## config.mk

```make
export PLATFORM = sky130hd
export DESIGN_NAME = ball_motion
export DESIGN_NICKNAME = d
export VERILOG_FILES = /design/src/rtl/ball_motion.sv
export SDC_FILE = /design/constraint.sdc
export NUM_CORES = 1
export LEC_CHECK = 0
export ABC_AREA = 0
export BUFFER_PORTS_ARGS = -buffer_cell sky130_fd_sc_hd__buf_2
export CORE_ASPECT_RATIO = 1.75
export CORE_MARGIN = 1
export CORE_UTILIZATION = 57
export DETAILED_ROUTE_END_ITERATION = 10
export PLACE_DENSITY_LB_ADDON = 0.05
export SLEW_MARGIN = 10
export SYNTH_ARGS = -nofsm -noshare
export SYNTH_HDL_FRONTEND = slang
export SYNTH_SLANG_ARGS = --single-unit
```

## constraint.sdc

```tcl
create_clock -name clk -period 3.52 [get_ports clk]
set_clock_uncertainty 0.1 [all_clocks]
set_input_delay 0.352 -clock clk [delete_from_list [all_inputs] [get_ports clk]]
set_output_delay 0.352 -clock clk [all_outputs]
set_load 0.005 [all_outputs]
```

## src/rtl/ball_motion.sv

```systemverilog
// ball_motion: frame-rate ball position engine with wall reflection and per-pixel ball flag
// Ports: clk/rst (async active-low) | ref_tick frame tick, go/stop run control, pix_x/pix_y scan position
//        ball_x/ball_y top-left corner, dir_x/dir_y heading (1 = right/down), bounce reflect pulse,
//        ball_on registered pixel-inside-ball flag, running high while moving
module ball_motion #(
  parameter int H_RES     = 640,
  parameter int V_RES     = 480,
  parameter int BALL_SIZE = 8,
  parameter int SPEED     = 2,
  parameter int X_INIT    = 316,
  parameter int Y_INIT    = 236
) (
  input  logic       clk,
  input  logic       rst,
  input  logic       ref_tick,
  input  logic       go,
  input  logic       stop,
  input  logic [9:0] pix_x,
  input  logic [9:0] pix_y,
  output logic [9:0] ball_x,
  output logic [9:0] ball_y,
  output logic       dir_x,
  output logic       dir_y,
  output logic       bounce,
  output logic       ball_on,
  output logic       running
);
  localparam logic [10:0] XMAX = 11'(H_RES - BALL_SIZE);
  localparam logic [10:0] YMAX = 11'(V_RES - BALL_SIZE);
  localparam logic [10:0] STEP = 11'(SPEED);
  localparam logic [10:0] SIZE = 11'(BALL_SIZE);
  typedef enum logic {HOLD, RUN} state_t;
  state_t      state;
  logic        tick_q, upd, hit_r, hit_l, hit_d, hit_u, refl_x, refl_y, on_w;
  logic [10:0] x_w, y_w, x_up, y_up, px_w, py_w;
  logic [9:0]  x_nxt, y_nxt;
  // 11-bit arithmetic keeps the wall comparisons from wrapping
  assign x_w  = {1'b0, ball_x};
  assign y_w  = {1'b0, ball_y};
  assign px_w = {1'b0, pix_x};
  assign py_w = {1'b0, pix_y};
  assign x_up = x_w + STEP;
  assign y_up = y_w + STEP;
  assign upd  = ref_tick & ~tick_q;
  always_comb begin
    hit_r  = x_up >= XMAX;
    hit_l  = x_w <= STEP;
    hit_d  = y_up >= YMAX;
    hit_u  = y_w <= STEP;
    refl_x = dir_x ? hit_r : hit_l;
    refl_y = dir_y ? hit_d : hit_u;
    x_nxt  = dir_x ? (hit_r ? XMAX[9:0] : x_up[9:0]) : (hit_l ? 10'd0 : ball_x - STEP[9:0]);
    y_nxt  = dir_y ? (hit_d ? YMAX[9:0] : y_up[9:0]) : (hit_u ? 10'd0 : ball_y - STEP[9:0]);
    on_w   = (px_w >= x_w) & (px_w < x_w + SIZE) & (py_w >= y_w) & (py_w < y_w + SIZE);
  end
  always_ff @(posedge clk or negedge rst) begin
    if (!rst) begin
      state   <= HOLD;
      tick_q  <= 1'b0;
      ball_x  <= 10'(X_INIT);
      ball_y  <= 10'(Y_INIT);
      dir_x   <= 1'b1;
      dir_y   <= 1'b1;
      bounce  <= 1'b0;
      ball_on <= 1'b0;
      running <= 1'b0;
    end else begin
      tick_q  <= ref_tick;
      ball_on <= on_w;
      bounce  <= 1'b0;
      if (state == HOLD) begin
        if (go) begin
          state   <= RUN;
          running <= 1'b1;
        end
      end else if (stop) begin
        // stop wins over a coincident tick edge and re-serves the ball
        state   <= HOLD;
        running <= 1'b0;
        ball_x  <= 10'(X_INIT);
        ball_y  <= 10'(Y_INIT);
        dir_x   <= 1'b1;
        dir_y   <= 1'b1;
      end else if (upd) begin
        ball_x <= x_nxt;
        ball_y <= y_nxt;
        dir_x  <= refl_x ? ~dir_x : dir_x;
        dir_y  <= refl_y ? ~dir_y : dir_y;
        bounce <= refl_x | refl_y;
      end
    end
  end
endmodule

```

-- Word level (Yosys, flattened, before mapping)
Index checks and enable logic that the tools add are counted.
- bits of input ports: 25
- logic and storage cells: 67
- register bits: 27
- order comparisons: 8
- add/subtract/negate cells: 6
- reductions and logical operators: 8
- bitwise operators: 8
- eq/ne operators: 1
- mux-type cells: 27
- operators by type and width (operator ; count):
    two-way mux 10 bit ; 10
    adder 10 x 2 -> 11 bit (second input constant) ; 2
    adder 10 x 4 -> 11 bit (second input constant) ; 2
    < comparator 10 x 11 -> 1 bit ; 2
    greater-or-equal comparator 10 bit ; 2
    <= comparator 10 x 2 -> 1 bit (second input constant) ; 2
    subtractor 10 x 2 -> 10 bit (second input constant) ; 2
    two-way mux 1 bit ; 17
    greater-or-equal comparator 11 x 10 -> 1 bit (second input constant) ; 1
    greater-or-equal comparator 11 x 9 -> 1 bit (second input constant) ; 1
    nonzero test 2 bit ; 4
    AND reduction 3 bit ; 2
    bitwise AND 1 bit ; 4
    AND reduction 2 bit ; 2
    inverter 1 bit ; 3
    != test 2 bit (second input constant) ; 1
    bitwise OR 1 bit ; 1

-- Logic depth before layout (Yosys ltp)
Gate-level depths: netlist of run 1.
- depth in word-level cells: 7
- depth in mapped cells: 11
- mapped depth without buffers: 10

-- Least setup slack after synthesis of run 1
No wires, ideal clock.
- path type: register to register
- start point: register ball_x[5]
- end point: register ball_on
- setup slack: 0.867 ns
- cell stages (with the launch flop): 9
- buffers on the path: 1
- required time: 3.295 ns
- clock period less this slack: 2.653 ns
- data arrival time: 2.428 ns
- path through: dfstp_2 clkbuf_1 nand3_1 nor3_1 xnor2_1 ha_1 a211o_1 a31o_2 a2111oi_0
- word-level cells in the longest chain between the ends: 5
- elaborated cells between the ends (all ways): 6
- classes of those cells: add/sub: 1; order compare: 2; bitwise: 3
- ends and longest elaborated chain (item ; RTL line ; text):
    start: declaration ; 20 ; output logic [9:0] ball_x,
    start signal: assignment ; 60 ; ball_x <= 10'(X_INIT);
    start signal: assignment ; 80 ; ball_x <= 10'(X_INIT);
    start signal: assignment ; 85 ; ball_x <= x_nxt;
    adder 10 x 4 -> 11 bit ; 54 ; on_w = (px_w >= x_w) & (px_w < x_w + SIZE) & (py_w >= y_w) & (py_w < y_w + SIZE);
    < comparator 10 x 11 -> 1 bit ; 54 ;
    bitwise AND 1 bit * (3 in series) ; 54 ;
    net on_w ; 34 ; logic tick_q, upd, hit_r, hit_l, hit_d, hit_u, refl_x, refl_y, on_w;
    end signal: assignment ; 69 ; ball_on <= on_w;
    end: declaration ; 25 ; output logic ball_on,
Mark *: on every way through the listed nets, which the timed path passes. The rest lies on a longest branch.
A chain may end at the register's enable or synchronous reset.

-- Final worst setup path of run 1
- start point: register ball_y[3]
- end point: register ball_on
- word-level cells in the longest chain between the ends: 3
- elaborated cells between the ends (all ways): 5
- classes of those cells: add/sub: 1; order compare: 2; bitwise: 2
- ends and longest elaborated chain (item ; RTL line ; text):
    start: declaration ; 21 ; output logic [9:0] ball_y,
    start signal: assignment ; 61 ; ball_y <= 10'(Y_INIT);
    start signal: assignment ; 81 ; ball_y <= 10'(Y_INIT);
    start signal: assignment ; 86 ; ball_y <= y_nxt;
    adder 10 x 4 -> 11 bit or greater-or-equal comparator 10 bit (tied branches) ; 54 ;
    < comparator 10 x 11 -> 1 bit or bitwise AND 1 bit (tied branches) ; 54 ;
    bitwise AND 1 bit * ; 54 ;
    net on_w ; 34 ;
Marked as above.

==> results.sh, run 1 <==
export IMPL_clock_power_share_pct=19.4
export IMPL_gp_congestion=0.904
export IMPL_grt_setup_unrepaired="false"
export IMPL_endpoint_kind="register"
export IMPL_drcViolationCount=0
export IMPL_drv_cap=0
export IMPL_final_layout_size_suffix_gt1_share_pct=18.0
export IMPL_synth_xor_area_share_pct=6.12
export IMPL_cts_resized=0
export IMPL_final_setup_tns_ps=0
export IMPL_antenna_found_initial=0
export IMPL_leakage_nw=1.35
export IMPL_grt_pass1_wl_um=12700
export IMPL_wl_per_cell_um=17.4
export IMPL_cts_sinks=25
export IMPL_synth_edf_count=0
export IMPL_area_growth_pct=8.96
export IMPL_synth_area_mm2=0.00286
export IMPL_fin_area_mm2=0.00312
export IMPL_hold_class="in -> reg"
export IMPL_cts_max_level=1
export IMPL_worst_slew_pin_slew_ps=679
export IMPL_critPathMaxFanout=12
export IMPL_ys_seq_area_share_pct=22.4
export IMPL_final_max_slew_violation_count=0
export IMPL_grt_pass1_vias=2840
export IMPL_gr_total_overflow=0
export IMPL_finalSetupViolCount=0
export IMPL_clock_fmax_mhz=337
export IMPL_fp_dieH_um=95.8
export IMPL_core_area_mm2=0.00475
export IMPL_vias=2840
export IMPL_cts_tree="yes"
export IMPL_post_route_period_util_pct=84.3
export IMPL_viasPerCell=6.45
export IMPL_grt_start_max_net_pins=26
export IMPL_clk_pin_slew_ps=100
export IMPL_synth_compound_area_share_pct=28.2
export IMPL_io_pins=50
export IMPL_vdd_ir_drop_max_uv=267
export IMPL_setup_worst_path_class="reg -> reg"
export IMPL_synthAdderAreaFrac_pct=18.3
export IMPL_final_cells=440
export IMPL_combinationalPowerShare_pct=38.9
export IMPL_cts_buffers=3
export IMPL_drt_iter0_markers=202
export IMPL_yosys_area_share_simple_pct=17.0
export IMPL_port_buffers=45
export IMPL_ys_types=65
export IMPL_die_w_um=55.6
export IMPL_clkLatencyLatePin_ps=270
export IMPL_ant_nets=0
export IMPL_post_dp_cell_area_mm2=0.00306
export IMPL_antennaDiodeCount=0
export IMPL_ys_ff_latch=25
export IMPL_grt_use_total_pct=30.0
export IMPL_power_switching_mw=0.385
export IMPL_hpwlAfterDp_um=6040
export IMPL_fp_row_count=33
export IMPL_sequentialPowerShare_pct=41.7
export IMPL_cts_max_path_buffers=2
export IMPL_routed_wl_um=7680
export IMPL_post_synth_inst_count=355
export IMPL_synth_ff_type="dfrtp_1"
export IMPL_synth_top_family_by_area="compound AO/OA/AOI/OAI gates"
export IMPL_drt_pass1_iter_count=4
export IMPL_cellInternalPower_mw=0.567
export IMPL_cts_root_buf="clkbuf_8"
export IMPL_nets=456
export IMPL_finalCriticalPeriod_ps=2970
export IMPL_dp_cells=435
export IMPL_slew_headroom_pct=54.4
export IMPL_yosysWarnings=0
export IMPL_synthMuxAreaShare_pct=0.743
export IMPL_cp_required_ps=3580
export IMPL_finalHoldViolCount=0
export IMPL_fp_dieArea_mm2=0.00532
export IMPL_initial_core_util_pct=60.3
export IMPL_p_per_area_mw_per_mm2=305
export IMPL_synth_avg_cell_area_um2=8.07
export IMPL_critPathArrivalTime_ps=3030
export IMPL_outcome="complete, no violations"
export IMPL_swShare_pct=40.5
export IMPL_start_kind="register"
export IMPL_synthArstFlopShare_pct=100
critical path, stage by stage (launching register included):
cell	delay, ps
dfstp_2	670
ha_1	310
nand3_1	160
nor2_1	150
xnor2_1	140
ha_1	260
and3_1	200
a221o_1	340
a21oi_1	180
o31ai_1	90
a2111oi_0	250
power groups by stage:
| stage | Combinational (mW) | Sequential, mW | Clock [mW] |
|---|---|---|---|
| after global routing | 0.425 | 0.405 | 0.195 |
| final | 0.370 | 0.397 | 0.185 |
| after global placement | 0.355 | 0.398 | 0 |
| after detailed placement | 0.368 | 0.400 | 0 |
| after floorplan | 0.283 | 0.362 | 0 |
| after CTS | 0.371 | 0.395 | 0.186 |
final cells by class:
cell class	instances	area (um^2)
sequential	25	641
multi-input combinational	286	2030
timing repair buffer	47	243
clock inverter	1	7.51
fill	455	1630
tap	52	65.1
clock buffer	3	41.3
inverter	26	97.6
Yosys cell counts (3+ instances only):
| cell | instances | share of area (%) |
|---|---|---|
| buf_2 | 8 | 1.4 |
| xnor2_1 | 19 | 5.8 |
| or3_1 | 5 | 1.1 |
| nand2_1 | 17 | 2.2 |
| a31oi_1 | 11 | 2.4 |
| ha_1 | 42 | 18 |
| o211ai_1 | 4 | 1.0 |
| nor2_1 | 26 | 3.4 |
| o22ai_1 | 3 | 0.66 |
| inv_1 | 25 | 3.3 |
| nor3_1 | 17 | 3.0 |
| nand4_1 | 5 | 1.1 |
| clkbuf_1 | 7 | 0.92 |
| o31ai_1 | 7 | 1.8 |
| a21oi_1 | 27 | 4.7 |
| o21ai_0 | 28 | 4.9 |
| o21a_1 | 4 | 1.0 |
| dfrtp_1 | 13 | 11 |
| nand3_1 | 16 | 2.8 |
| dfstp_2 | 12 | 11 |
| a21o_1 | 3 | 0.79 |
path summary, 6_finish.rpt:
check,startpoint,slack (ps),to,cells past startpoint
min in group asynchronous,rst,530,ball_on$_DFF_PN0_,2
setup / recovery,ball_y[3]$_DFFE_PN1P_,550,ball_on$_DFF_PN0_,10
setup reg to reg,ball_y[3]$_DFFE_PN1P_,550,ball_on$_DFF_PN0_,10
hold / removal,ref_tick,90,tick_q$_DFF_PN0_,1
max in group asynchronous,rst,2390,ball_y[4]$_DFFE_PN0P_,2
hold reg to reg,running$_DFFE_PN0P_,460,running$_DFFE_PN0P_,2
logic make-up (layout without fill, tap and decap cells):
logic type      Yosys count  in the layout
xor+xnor                 20             20
flops                    25             25
simple gates            100            100
other cells               1              2
compound gates          120            120
fa+ha+maj                42             42
buf+inv                  45             77
mux                       2              2
flip-flops by register name, indices dropped and copies added, names as in the netlist:
name	count
ball_on	1
dir_x	1
tick_q	1
ball_x	9
bounce	1
dir_y	1
running	1
state	1
ball_y	9
timing repair:
item,CTS,global route
endpoints found under the hold margin,13,0
hold buffers,1,0
buffers inserted,0,0
per-stage QoR:
stage | util (%) | hold WS, ps | setup WS (ps) | power [mW]
after floorplan | - | -43.6 | 867 | 0.645
after global placement | 64.5 | 280 | 602 | 0.754
after detailed placement | 64.5 | 296 | 556 | 0.768
after CTS | 65.7 | 89.1 | 546 | 0.952
after global routing | 65.7 | 87.9 | 352 | 1.03
final | 65.7 | 89.0 | 554 | 0.952
routing by layer:
| metal | global-route usage [%] | share of wire (%) | up-vias | routed length [um] |
|---|---|---|---|---|
| met3 | 1.88 | 3.4 | 29 | 261 |
| met1 | 29.2 | 36 | 1336 | 2760 |
| met5 | 0 | 0 | - | 0 |
| met4 | 16.5 | 4.2 | 0 | 321 |
| met2 | 61.4 | 56 | 89 | 4330 |
| li1 | - | - | 1386 | - |
cell usage in the layout, fill, tap and decap left out, types with 2 or more instances in the layout:
master     instances
dfrtp_1           13
a21boi_0           2
o2111ai_1          2
nor3_1            17
nor2_1            26
xnor2_1           19
buf_2             45
a221oi_1           2
a32oi_1            2
o2bb2ai_1          2
nand4_1            5
conb_1             2
nand3_1           16
ha_1              42
o211ai_1           4
nand2_1           17
nor2b_1            2
o21ai_0           28
or3_1              5
clkbuf_8           3
dfstp_2           12
o31ai_1            7
a21o_1             3
a2111oi_0          2
nor4_1             2
inv_1             25
o21a_1             4
nand2b_1           2
o22ai_1            3
a31oi_1           11
a211oi_1           2
a21oi_1           27
Power figures use the tool's default switching activity.
==> run 2, diff against run 1 <==
--- a/config.mk
+++ b/config.mk
@@ -9,7 +9,7 @@
 export BUFFER_PORTS_ARGS = -buffer_cell sky130_fd_sc_hd__buf_2
 export CORE_ASPECT_RATIO = 1.75
 export CORE_MARGIN = 1
-export CORE_UTILIZATION = 57
+export CORE_UTILIZATION = 52
 export DETAILED_ROUTE_END_ITERATION = 10
 export PLACE_DENSITY_LB_ADDON = 0.05
 export SLEW_MARGIN = 10
==> constraint.sdc (replaced) <==
create_clock -name clk -period 2.61 [get_ports clk]
set_clock_uncertainty 0.1 [all_clocks]
set_input_delay 0.261 -clock clk [delete_from_list [all_inputs] [get_ports clk]]
set_output_delay 0.261 -clock clk [all_outputs]
set_load 0.005 [all_outputs]
==> results.sh, run 2 (synthesis gave the netlist of run 1 again) <==
export IMPL_cts_root_buf="clkbuf_8"
export IMPL_gp_congestion=0.874
export IMPL_reg_top3="ball_x x9, ball_y x9"
export IMPL_worst_slew_pin_slew_ps=600
export IMPL_wl_per_cell_um=16.4
export IMPL_cts_max_level=1
export IMPL_fillers=495
export IMPL_drcViolationCount=0
export IMPL_dp_cells=486
export IMPL_globalRouteMet2Util_pct=59.5
export IMPL_initial_core_util_pct=54.0
export IMPL_fin_area_mm2=0.00341
export IMPL_post_route_period_util_pct=97.7
export IMPL_drt_pass1_iter_count=4
export IMPL_slew_headroom_pct=60.0
export IMPL_area_growth_pct=19.1
export IMPL_cts_buffers=3
export IMPL_drv_cap=0
export IMPL_ant_nets=0
export IMPL_clkLatencyLatePin_ps=270
export IMPL_endpoint_kind="register"
export IMPL_holdWs_ps=127
export IMPL_critPathArrivalTime_ps=2610
export IMPL_fp_dieH_um=100
export IMPL_finalSetupViolCount=0
export IMPL_io_pins=50
export IMPL_post_cts_buffers=0
export IMPL_grt_setup_unrepaired="true"
export IMPL_place_ws_ps=-53.2
export IMPL_use_met1_pct=28.3
export IMPL_fin_util_pct=64.4
export IMPL_outcome="complete, no violations"
export IMPL_fp_dieArea_mm2=0.00582
export IMPL_finalCriticalPeriod_ps=2550
export IMPL_final_cells=492
export IMPL_clk_pin_slew_ps=90
export IMPL_grt_pass1_wl_um=13300
export IMPL_hold_class="in -> reg"
export IMPL_antenna_found_initial=0
export IMPL_vdd_ir_drop_max_uv=203
export IMPL_port_buffers=45
export IMPL_hpwlAfterDp_um=6480
export IMPL_finalHoldViolCount=0
export IMPL_grt_start_max_net_pins=26
export IMPL_fp_row_count=35
export IMPL_leakage_nw=1.50
export IMPL_core_area_mm2=0.00530
export IMPL_critPathMaxFanout=3
export IMPL_cts_sinks=25
export IMPL_cp_required_ps=2670
export IMPL_clock_fmax_mhz=392
export IMPL_antennaDiodeCount=0
export IMPL_cts_tree="yes"
export IMPL_final_max_slew_violation_count=0
export IMPL_drt_iter0_markers=132
export IMPL_viasPerCell=6.08
export IMPL_final_common_cell="buf_2"
export IMPL_cts_max_path_buffers=2
export IMPL_nets=486
export IMPL_grt_pass1_vias=2949
export IMPL_gr_total_overflow=0
export IMPL_final_layout_size_suffix_gt1_share_pct=25.1
export IMPL_grt_use_total_pct=29.7
export IMPL_final_cell_mix="buf_2 (45), ha_1 (42), buf_4 (30)"
export IMPL_vias=2990
export IMPL_finalWorstSetupSlack_ps=59.9
export IMPL_p_per_area_mw_per_mm2=391
export IMPL_die_w_um=58.1
export IMPL_start_kind="register"
export IMPL_post_dp_cell_area_mm2=0.00331
export IMPL_routed_wl_um=8070
export IMPL_grt_use_met3_pct=1.93
export IMPL_busiest_layer="met2"
export IMPL_setup_worst_path_class="reg -> reg"
-- run 2: cell count changes in the layout (fill, tap and decap cells not counted), sizes merged --
cell         change
buf             +29
clkinv           +1
clkinvlp         -1
dlygate4sd3      +1
-- run 2: cell type report --
| type | count | area, um^2 | area share [%] |
|---|---|---|---|
| repair buffers | 77 | 470 | 13.8 |
| clock inverters | 1 | 5.00 | 0.147 |
| clock buffers | 3 | 41.3 | 1.21 |
| inverters | 26 | 97.6 | 2.86 |
| multi-input cells | 286 | 2060 | 60.5 |
| flip-flops and latches | 25 | 641 | 18.8 |
| well taps | 74 | 92.6 | 2.71 |
-- run 2: repair_timing --
action / in CTS / in global routing
pin swaps: 1 / 0
hold buffers: 2 / 0
resized for setup: 4 / 3
hold endpoints to repair: 14 / 0
endpoints found under the setup margin: 1 / 5
-- run 2: critical path: stages, from the launching register on --
cell and delay (ps):
dfstp_2 550, buf_4 120, nand3_2 100, nor3_4 180, xnor2_2 140, ha_1 260
and3_1 160, a221o_1 360, a21oi_2 150, o31ai_1 80, a2111oi_1 240
-- run 2: report_power, final --
group	internal (mW)	switching, mW	leakage, nW	total [mW]
clock	0.107	0.127	0.0255	0.234
combinational	0.268	0.345	1.18	0.613
sequential	0.439	0.0497	0.299	0.489
-- run 2: final timing paths --
kind	start	endpoint	slack [ps]	cells past startpoint
max in group asynchronous	rst	ball_x[6]$_DFFE_PN0P_	1590	2
min in group asynchronous	rst	ball_x[7]$_DFFE_PN0P_	430	2
worst min register to register	running$_DFFE_PN0P_	running$_DFFE_PN0P_	460	2
worst min-delay path	go	state$_DFF_PN0_	130	3
worst max-delay path	ball_y[3]$_DFFE_PN1P_	ball_on$_DFF_PN0_	60	10
worst max register to register	ball_y[3]$_DFFE_PN1P_	ball_on$_DFF_PN0_	60	10
-- run 2: stage by stage --
stage          power (mW)  TNS (ps)
2_1_floorplan       0.871         0
3_3_place_gp         1.08         0
3_5_place_dp         1.10     -53.2
4_1_cts              1.34         0
5_1_grt              1.44      -155
6_report             1.34         0
-- run 2: metal layers --
metal	vias to the layer above	share of wire, %
met3	34	1.9
met5	-	0
met1	1435	35
met2	73	57
met4	0	5.5
li1	1448	-
